<file path="src/rtl/counter4_pkg.sv">
// Shared encodings and defaults for the 4-bit counter sequencer.
package counter4_pkg;

    localparam int WIDTH_DEF  = 4;
    localparam int PCNT_W_DEF = 8;

    typedef enum logic [1:0] {
        OP_START  = 2'b00,
        OP_PAUSE  = 2'b01,
        OP_RESUME = 2'b10,
        OP_CLEAR  = 2'b11
    } op_e;

    typedef enum logic [2:0] {
        ST_IDLE  = 3'd0,
        ST_LOAD  = 3'd1,
        ST_RUN   = 3'd2,
        ST_PAUSE = 3'd3,
        ST_DONE  = 3'd4
    } state_e;

    // Whether a command changes anything in the given state; illegal
    // commands are still accepted by the handshake but have no effect.
    function automatic logic op_legal(input state_e st, input op_e op);
        logic ok;
        ok = 1'b0;
        case (op)
            OP_START:  ok = (st == ST_IDLE) || (st == ST_PAUSE) || (st == ST_DONE);
            OP_PAUSE:  ok = (st == ST_RUN);
            OP_RESUME: ok = (st == ST_PAUSE);
            OP_CLEAR:  ok = (st != ST_LOAD);
            default:   ok = 1'b0;
        endcase
        return ok;
    endfunction

endpackage

</file>
<file path="src/rtl/counter4_dp.sv">
// Up-counter datapath: synchronous clear (dominant) and count enable.
module counter4_dp
    import counter4_pkg::*;
#(
    parameter int WIDTH = WIDTH_DEF
) (
    input  logic             clk,
    input  logic             reset,
    input  logic             clr,
    input  logic             en,
    output logic [WIDTH-1:0] out
);

    localparam logic [WIDTH-1:0] ONE_C = {{(WIDTH-1){1'b0}}, 1'b1};

    logic [WIDTH-1:0] count_r;

    // Counter register: clear wins over enable, otherwise the value holds.
    always_ff @(posedge clk or negedge reset) begin
        if (!reset) begin
            count_r <= {WIDTH{1'b0}};
        end else if (clr) begin
            count_r <= {WIDTH{1'b0}};
        end else if (en) begin
            count_r <= count_r + ONE_C;
        end else begin
            count_r <= count_r;
        end
    end

    assign out = count_r;

endmodule

</file>
<file path="src/rtl/counter4_ctrl.sv">
// Command sequencer that turns the free-running counter into a
// programmable one-shot / periodic timer with tick, done and period count.
module counter4_ctrl
    import counter4_pkg::*;
#(
    parameter int WIDTH  = WIDTH_DEF,
    parameter int PCNT_W = PCNT_W_DEF
) (
    input  logic              clk,
    input  logic              reset,
    input  logic              cmd_valid,
    output logic              cmd_ready,
    input  logic [1:0]        cmd_op,
    input  logic [WIDTH-1:0]  cmd_limit,
    input  logic              cmd_periodic,
    output logic [WIDTH-1:0]  count,
    output logic              busy,
    output logic              tick,
    output logic              done,
    output logic [PCNT_W-1:0] periods
);

    localparam logic [PCNT_W-1:0] PONE_C = {{(PCNT_W-1){1'b0}}, 1'b1};

    state_e              state_r;
    logic [WIDTH-1:0]    limit_r;
    logic                periodic_r;
    logic                cmd_ready_r;
    logic                busy_r;
    logic                tick_r;
    logic                done_r;
    logic [PCNT_W-1:0]   periods_r;

    logic                accept_s;
    logic                legal_s;
    logic                terminal_s;
    op_e                 op_s;
    logic                clr_s;
    logic                en_s;
    logic [WIDTH-1:0]    count_s;

    counter4_dp #(
        .WIDTH (WIDTH)
    ) u_dp (
        .clk   (clk),
        .reset (reset),
        .clr   (clr_s),
        .en    (en_s),
        .out   (count_s)
    );

    // Handshake and terminal-compare decode.
    always_comb begin
        op_s       = op_e'(cmd_op);
        accept_s   = cmd_valid && cmd_ready_r;
        legal_s    = accept_s && op_legal(state_r, op_s);
        terminal_s = (count_s == limit_r);
    end

    // Datapath controls; an accepted command in RUN pre-empts counting and terminal detection.
    always_comb begin
        clr_s = 1'b0;
        en_s  = 1'b0;
        if (legal_s) begin
            clr_s = (op_s == OP_CLEAR);
        end else begin
            case (state_r)
                ST_LOAD: begin
                    clr_s = 1'b1;
                end
                ST_RUN: begin
                    if (accept_s) begin
                        clr_s = 1'b0;
                    end else if (terminal_s) begin
                        clr_s = periodic_r;
                    end else begin
                        en_s = 1'b1;
                    end
                end
                default: begin
                    clr_s = 1'b0;
                    en_s  = 1'b0;
                end
            endcase
        end
    end

    // Sequencer FSM with registered handshake, status and period outputs.
    always_ff @(posedge clk or negedge reset) begin
        if (!reset) begin
            state_r     <= ST_IDLE;
            limit_r     <= {WIDTH{1'b0}};
            periodic_r  <= 1'b0;
            cmd_ready_r <= 1'b1;
            busy_r      <= 1'b0;
            tick_r      <= 1'b0;
            done_r      <= 1'b0;
            periods_r   <= {PCNT_W{1'b0}};
        end else begin
            tick_r <= 1'b0;
            if (legal_s) begin
                case (op_s)
                    OP_START: begin
                        state_r     <= ST_LOAD;
                        limit_r     <= cmd_limit;
                        periodic_r  <= cmd_periodic;
                        done_r      <= 1'b0;
                        busy_r      <= 1'b1;
                        cmd_ready_r <= 1'b0;
                    end
                    OP_PAUSE: begin
                        state_r     <= ST_PAUSE;
                        busy_r      <= 1'b1;
                        cmd_ready_r <= 1'b1;
                    end
                    OP_RESUME: begin
                        state_r     <= ST_RUN;
                        busy_r      <= 1'b1;
                        cmd_ready_r <= 1'b1;
                    end
                    OP_CLEAR: begin
                        state_r     <= ST_IDLE;
                        busy_r      <= 1'b0;
                        cmd_ready_r <= 1'b1;
                        done_r      <= 1'b0;
                        periods_r   <= {PCNT_W{1'b0}};
                    end
                    default: begin
                        state_r <= state_r;
                    end
                endcase
            end else begin
                case (state_r)
                    ST_LOAD: begin
                        state_r     <= ST_RUN;
                        busy_r      <= 1'b1;
                        cmd_ready_r <= 1'b1;
                    end
                    ST_RUN: begin
                        if (!accept_s && terminal_s) begin
                            tick_r <= 1'b1;
                            if (periodic_r) begin
                                if (&periods_r) begin
                                    periods_r <= periods_r;
                                end else begin
                                    periods_r <= periods_r + PONE_C;
                                end
                            end else begin
                                done_r      <= 1'b1;
                                state_r     <= ST_DONE;
                                busy_r      <= 1'b0;
                                cmd_ready_r <= 1'b1;
                            end
                        end else begin
                            state_r <= state_r;
                        end
                    end
                    default: begin
                        state_r <= state_r;
                    end
                endcase
            end
        end
    end

    assign cmd_ready = cmd_ready_r;
    assign count     = count_s;
    assign busy      = busy_r;
    assign tick      = tick_r;
    assign done      = done_r;
    assign periods   = periods_r;

endmodule

</file>
<file path="config.mk">
export PLATFORM = sky130hd
export DESIGN_NAME = counter4_ctrl
export DESIGN_NICKNAME = d
export VERILOG_FILES = /design/src/rtl/counter4_pkg.sv /design/src/rtl/counter4_dp.sv /design/src/rtl/counter4_ctrl.sv
export SDC_FILE = /design/constraint.sdc
export NUM_CORES = 1
export LEC_CHECK = 0
export ABC_AREA = 1
export CORE_AREA = 2 2 53 55
export CTS_CLUSTER_DIAMETER = 80
export DETAILED_ROUTE_END_ITERATION = 8
export DIE_AREA = 0 0 55 57
export DONT_BUFFER_PORTS = 1
export PLACE_DENSITY = 0.73
export SETUP_SLACK_MARGIN = 0.3
export SYNTH_ARGS = -nofsm -noshare
export SYNTH_HDL_FRONTEND = slang
export SYNTH_SLANG_ARGS = --single-unit
</file>
<file path="constraint.sdc">
create_clock -name clk -period 2.8 [get_ports clk]
set_input_delay 0.7 -clock clk [delete_from_list [all_inputs] [get_ports clk]]
set_output_delay 0.7 -clock clk [all_outputs]
set_load 0.02 [all_outputs]
</file>
==> results of run 1 <==
[how the worst max path moves through the flow]
stage	start	endpoint	slack, ps	cells after the start
6_report	cmd_ready	periodic_r	1010	7
3_5_place_dp	cmd_op[0]	periodic_r	730	8
5_1_grt	cmd_ready	periodic_r	870	7
4_1_cts	cmd_ready	periodic_r	1010	7
2_1_floorplan	cmd_op[0]	periods[2]	940	10
3_3_place_gp	cmd_op[0]	limit_r[3]	810	8
[placed cells by master, fill, tap and decap left out]
master and n:
nand2_2 4, ha_1 7, and2_1 1, inv_2 1, xnor2_1 4, nor3_2 1
nor2_1 20, nor2_2 1, nand3b_1 1, dfrtp_1 23, nand3_4 1, nand3_1 25
nand2_1 54, nor2_4 1, clkbuf_1 1, inv_1 20, inv_4 2, a21oi_1 4
xor2_1 7, clkbuf_4 3, nand2_4 2, nand4_1 3, dfstp_2 1, a31oi_2 1
o21ai_0 2
[kinds of logic (layout without fill, tap and decap cells)]
group,count (synthesis),after routing,synth area share (%)
simple gates,114,114,36.1
flops,24,24,41.1
buf+inv,24,27,7.27
xor+xnor,11,11,6.59
fa+ha+maj,7,7,5.99
compound gates,7,7,2.91
[routing by layer]
layer  part of all wire (%)  GRT usage (%)  wire, um  up-vias
li1                       -              -         -      590
met1                     44           27.4      1260      550
met2                     50           35.4      1440       27
met3                    4.6           5.50       132        6
met4                    1.4           8.36        39        0
met5                      0              0         0        -
[through the flow]
| step | instance area (um2) | worst slack, ps | util (%) | power (uW) |
|---|---|---|---|---|
| 2_1_floorplan | 1460 | 941 | - | 1040 |
| 3_3_place_gp | 1490 | 812 | 56.8 | 1120 |
| 3_5_place_dp | 1490 | 733 | 56.8 | 1150 |
| 4_1_cts | 1510 | 1010 | 57.8 | 1310 |
| 5_1_grt | 1510 | 868 | 57.8 | 1410 |
| 6_report | 1510 | 1010 | 57.8 | 1290 |
[sequential cells by signal, summed over array words and instances (netlist names)]
name        cells
periods         8
limit_r         4
u_dp.out        4
state_r         3
busy            1
cmd_ready       1
done            1
periodic_r      1
tick            1
[power by group through the flow]
stage	Clock, uW	Sequential, uW	Combinational, uW
2_1_floorplan	0	587	457
3_3_place_gp	0	610	512
3_5_place_dp	0	609	538
4_1_cts	168	604	538
5_1_grt	181	620	611
6_report	160	603	533
[final cells by class]
class | count | area (um2) | share of cell area, %
Multi-Input combinational cell | 139 | 754 | 49.9
Sequential cell | 24 | 602 | 39.8
Inverter | 23 | 91.3 | 6.04
Tap cell | 31 | 38.8 | 2.56
Clock buffer | 4 | 26.3 | 1.74
==> out/metrics.cfg, run 1 <==
[drt]
ant_nets=0
avgRoutedWirePerCell_um=13.0
post-route-drc-count=0
via_per_inst=5.31
routed_wirelength_mm=2.87
dr.first_iter.drc_count=23
routed-via-count=1173
drt_first_pass_iters=4

[cts]
post_cts_buffers=0
h-tree-depth=1
clockBufferDepth=2
clk_latency_ps=320
cts_hold_buf=0
clkTransAtPathRegs_ps=140
cts_tree=done
ctsResizeCount=0
numCtsBuffers=3
root_buffer=clkbuf_4
clock-sinks=24

[timing]
hold_viol_final=0
fin_worst_skew_ps=14.6
fin_crit_ps=1790
worst_pin_slew_ps=357
fin_crit_sh_pct=63.9
fin_tns_setup_ps=0
setup_viol=0
fmax_mhz=559
drv_slew=0
max_slew_margin_pct=76.2
rsz0062_at_grt=no
hold_ws_ps=46.4

[worst_setup_path]
regToRegStartpoint=cmd_ready
start_kind=flip-flop
cp_common_cell=nand2_1
crit_path_max_incr_delay_ps=620
path_delay_family=flip-flops
worst_setup_path_end_kind=flip-flop
rrSetupSlack_ps=1010
crit_slowest_cell=dfstp_2
r2r_end=periodic_r
reg2regPathDepth=7
crit_required_ps=3020
cp_num_buf_inv=1
worstSetupPathType=flip-flop to flip-flop
critPathArrivalTime_ps=2010
path_cells=nand2_1, a31oi_2, nand2_4, inv_4, nand2_1, nor2_1, a21oi_1
worst-path-max-fanout=12

[logic_synthesis]
ys_warn_count=0
ys_types=24
ys_top_cells_by_count=nand2_1 (54), nand3_1 (25), dfrtp_1 (23)
yosysTopAreaCell=dfrtp_1
yosysMostFrequentCell=nand2_1
synth.area.top_cells=dfrtp_1 (39%), nand2_1 (14%), nand3_1 (8.6%)
netlist_instances=187
syn_nets=204
synth_area_um2=1460
syn_area_per_cell_um2=7.82
ys_async_sr_fraction_pct=100
synth_top_area_share_pct=39.3
ys_ff_latch=24
seq_area_frac_synth_pct=41.1
yosys_most_used_dff=dfrtp_1
synth_edf_count=0

[final_layout]
antenna_cells=0
fillCellCount=246
instances_no_fill=221
fin_nets=208
layout-drive-gt1-share_pct=9.47
syn2layout_area_growth_pct=3.42

[floorplan]
die_area_um2=3140
coreArea_um2=2620
die_y_um=57
io_pins=26
fp.dieW_um=55
initial_core_util_pct=55.9
std_cell_rows=19

[global_routing]
grt_pass1_vias=1234
grt_max_degree=25
antenna_found_initial=0
grt_overflow_total=0
grt_pass1_wl_mm=5.08
grt_usage_pct=21.8

[placed_design]
dpl.hpwl_mm=2.28
place_inst=217
port_buffers=0
place_congestion=0.871

[hold_path]
hold_class=input port to asynchronous set/reset pin

[pwr]
p_int_uw=693
switching_share_pct=46.5
seqPwrFrac_pct=46.5
leakagePower_uw=0.000800
power_switching_uw=602
powerDensity_nw_per_um2=856
p_clk_share_pct=12.3
max-vdd-ir-drop_mv=0.636
p_comb_share_pct=41.1

[run]
drv_cap=0

[status]
outcome=finished, final reports clean

No activity file was read; power rests on OpenSTA's default activity.
==> run 2, diff against run 1 <==
--- a/config.mk
+++ b/config.mk
@@ -6,12 +6,12 @@
 export NUM_CORES = 1
 export LEC_CHECK = 0
 export ABC_AREA = 1
-export CORE_AREA = 2 2 53 55
+export CORE_AREA = 2 2 55 57
 export CTS_CLUSTER_DIAMETER = 80
 export DETAILED_ROUTE_END_ITERATION = 8
-export DIE_AREA = 0 0 55 57
+export DIE_AREA = 0 0 57 59
 export DONT_BUFFER_PORTS = 1
-export PLACE_DENSITY = 0.73
+export PLACE_DENSITY = 0.71
 export SETUP_SLACK_MARGIN = 0.3
 export SYNTH_ARGS = -nofsm -noshare
 export SYNTH_HDL_FRONTEND = slang
==> constraint.sdc (replaced) <==
create_clock -name clk -period 1.6 [get_ports clk]
set_input_delay 0.4 -clock clk [delete_from_list [all_inputs] [get_ports clk]]
set_output_delay 0.4 -clock clk [all_outputs]
set_load 0.02 [all_outputs]
==> out/metrics.cfg, run 2 (synthesized netlist as in run 1, its figures left out) <==
[worst_setup_path]
regToRegStartpoint=u_dp.out[3]
path_cells=nand2_1, nand2_2, nor2_4, inv_1, nor2_2, nand4_1, nand2_4, buf_4, nand3_1, nand2_1
crit_slowest_cell=dfrtp_2
cp-startpoint=u_dp.out[3]
worst-path-max-fanout=5  ; -7
crit_required_ps=1870  ; -1150 ps
crit_path_max_incr_delay_ps=450  ; -170 ps
worst_setup_path_end_kind=flip-flop
start_kind=flip-flop
cp_common_cell=nand2_1
worstSetupPathType=flip-flop to flip-flop
critPathArrivalTime_ps=1870  ; -140 ps

[final_layout]
syn2layout_area_growth_pct=38.3
design_area_um2=2020  ; +34%
largest_reg_flops=8  ; unchanged
layout-drive-gt1-share_pct=40.0  ; +31 points
antenna_cells=0  ; unchanged
fin_nets=238  ; +14%
mostFrequentLayoutCell=nand2_1
mostFrequentLayoutCells=nand2_1 (45), nand3_1 (18), dfrtp_1 (18)

[floorplan]
std_cell_rows=19  ; unchanged
die_y_um=59  ; +3.5%
initial_core_util_pct=54.0  ; -2.0 points
fp.dieW_um=57  ; +3.6%
die_area_um2=3360  ; +7.3%
io_pins=26  ; unchanged
coreArea_um2=2710  ; +3.6%

[global_routing]
grt_overflow_total=0  ; unchanged
grt_max_degree=25  ; unchanged
grt_usage_pct=20.8  ; -1.0 points
antenna_found_initial=0  ; unchanged
grt_pass1_wl_mm=5.42  ; +6.8%
grt_pass1_vias=1213  ; -1.7%

[pwr]
leakagePower_uw=0.00101  ; +26%
seqPwrFrac_pct=32.8  ; -14 points
power_switching_uw=1380  ; +130%
powerDensity_nw_per_um2=1490  ; +74%
p_clk_share_pct=11.0  ; -1.3 points
max-vdd-ir-drop_mv=1.36  ; +110%
p_int_uw=1630  ; +140%
switching_share_pct=45.8  ; -0.73 points
p_comb_share_pct=56.2  ; +15 points

[drt]
dr.first_iter.drc_count=49  ; +110%
routed-via-count=1317  ; +12%
avgRoutedWirePerCell_um=13.1  ; +1.3%
post-route-drc-count=0  ; unchanged
routed_wirelength_mm=3.30  ; +15%
ant_nets=0  ; unchanged
drt_first_pass_iters=4  ; unchanged
via_per_inst=5.25  ; -1.1%

[placed_design]
placed_cell_area_um2=1660  ; +12%
dpl.hpwl_mm=2.29  ; +0.65%
post-place-ws_ps=2.71  ; -730 ps
place_congestion=0.851  ; -2.3%
port_buffers=0  ; unchanged

[cts]
cts_tree=done
clock-sinks=24  ; unchanged
h-tree-depth=1  ; unchanged
clockBufferDepth=2  ; unchanged
clkTransAtPathRegs_ps=140  ; about the same
numCtsBuffers=3  ; unchanged
clk_latency_ps=330  ; about the same
root_buffer=clkbuf_4

[run]
drv_cap=0  ; unchanged

[timing]
worst_pin_slew_ps=1060  ; +702 ps
hold_ws_ps=173  ; +126 ps
hold_viol_final=0  ; unchanged
setup_viol=0  ; unchanged
rsz0062_at_grt=yes
fin_tns_setup_ps=0  ; unchanged
fin_crit_ps=1590  ; -197 ps
drv_slew=0  ; unchanged
fin_crit_sh_pct=99.5  ; +36 points
fin_worst_skew_ps=11.7  ; -2.93 ps
max_slew_margin_pct=29.4  ; -47 points
fmax_mhz=628  ; +12%
timing.final.ws_setup_ps=8.34  ; -1000 ps

[hold_path]
hold_start=cmd_limit[0]
hold_class=input port to flip-flop

[status]
outcome=finished, final reports clean

## run 2: changes by cell type in the layout (fill, tap and decap cells not counted), moves of 5 or more
cell,delta
buf_6,+16
buf_4,+13
nand2_1,-9
inv_1,-7
nand3_1,-7
nor2_1,-7
nand2_4,+6
dfrtp_1,-5
dfrtp_2,+5
## run 2: routing by layer
metal,wire length (um),track usage (%),vias up,share of wire (%)
li1,-,-,657,-
met1,1370,26.6,617,42
met2,1650,35.3,33,50
met3,158,2.84,10,4.8
met4,121,9.30,0,3.7
met5,0,0,-,0
## run 2: stage by stage
step,power (uW),utilization (%),instances
6_report,3010,74.7,251
5_1_grt,3210,74.7,251
4_1_cts,2660,67.6,244
3_5_place_dp,2180,61.2,232
3_3_place_gp,2130,61.2,232
2_1_floorplan,1880,-,187
## run 2: worst max-delay path: cells and delay by family, from the launching register on
kind / cells / cell delay (ps)
buffers and inverters: 2 / 190
DFF: 1 / 450
and+or+nand+nor: 8 / 870
## run 2: power groups by stage
stage	Combinational (uW)	Sequential, uW	Clock (uW)
6_report	1690	987	333
5_1_grt	1850	1010	351
4_1_cts	1350	972	332
3_5_place_dp	1220	968	0
3_3_place_gp	1170	962	0
2_1_floorplan	841	1040	0
## run 2: repair_timing
item | 4_1_cts | 5_1_grt
hold buffers | 1 | 0
gates resized for setup | 23 | 36
pin swaps | 9 | 12
cloned | 0 | 0
setup endpoints to repair | 34 | 60
endpoints found under the hold margin | 24 | 0
buffers inserted | 7 | 7
## run 2: path summary, 6_finish.rpt
| path | to | slack (ps) | depth (start not counted) |
|---|---|---|---|
| setup / recovery | periods[3] | 8 | 10 |
| hold / removal | limit_r[0] | 170 | 2 |
| setup reg to reg | periods[3] | 8 | 10 |
| hold reg to reg | limit_r[0] | 510 | 2 |
| max in group asynchronous | state_r[1] | 570 | 1 |
| min in group asynchronous | limit_r[3] | 310 | 1 |
## run 2: final cells by class
type	instances	area [um2]
repair buffers	30	290
clock buffers	4	36.3
well taps	31	38.8
multi-input cells	139	946
flip-flops and latches	24	608
fillers	198	687
inverters	23	104
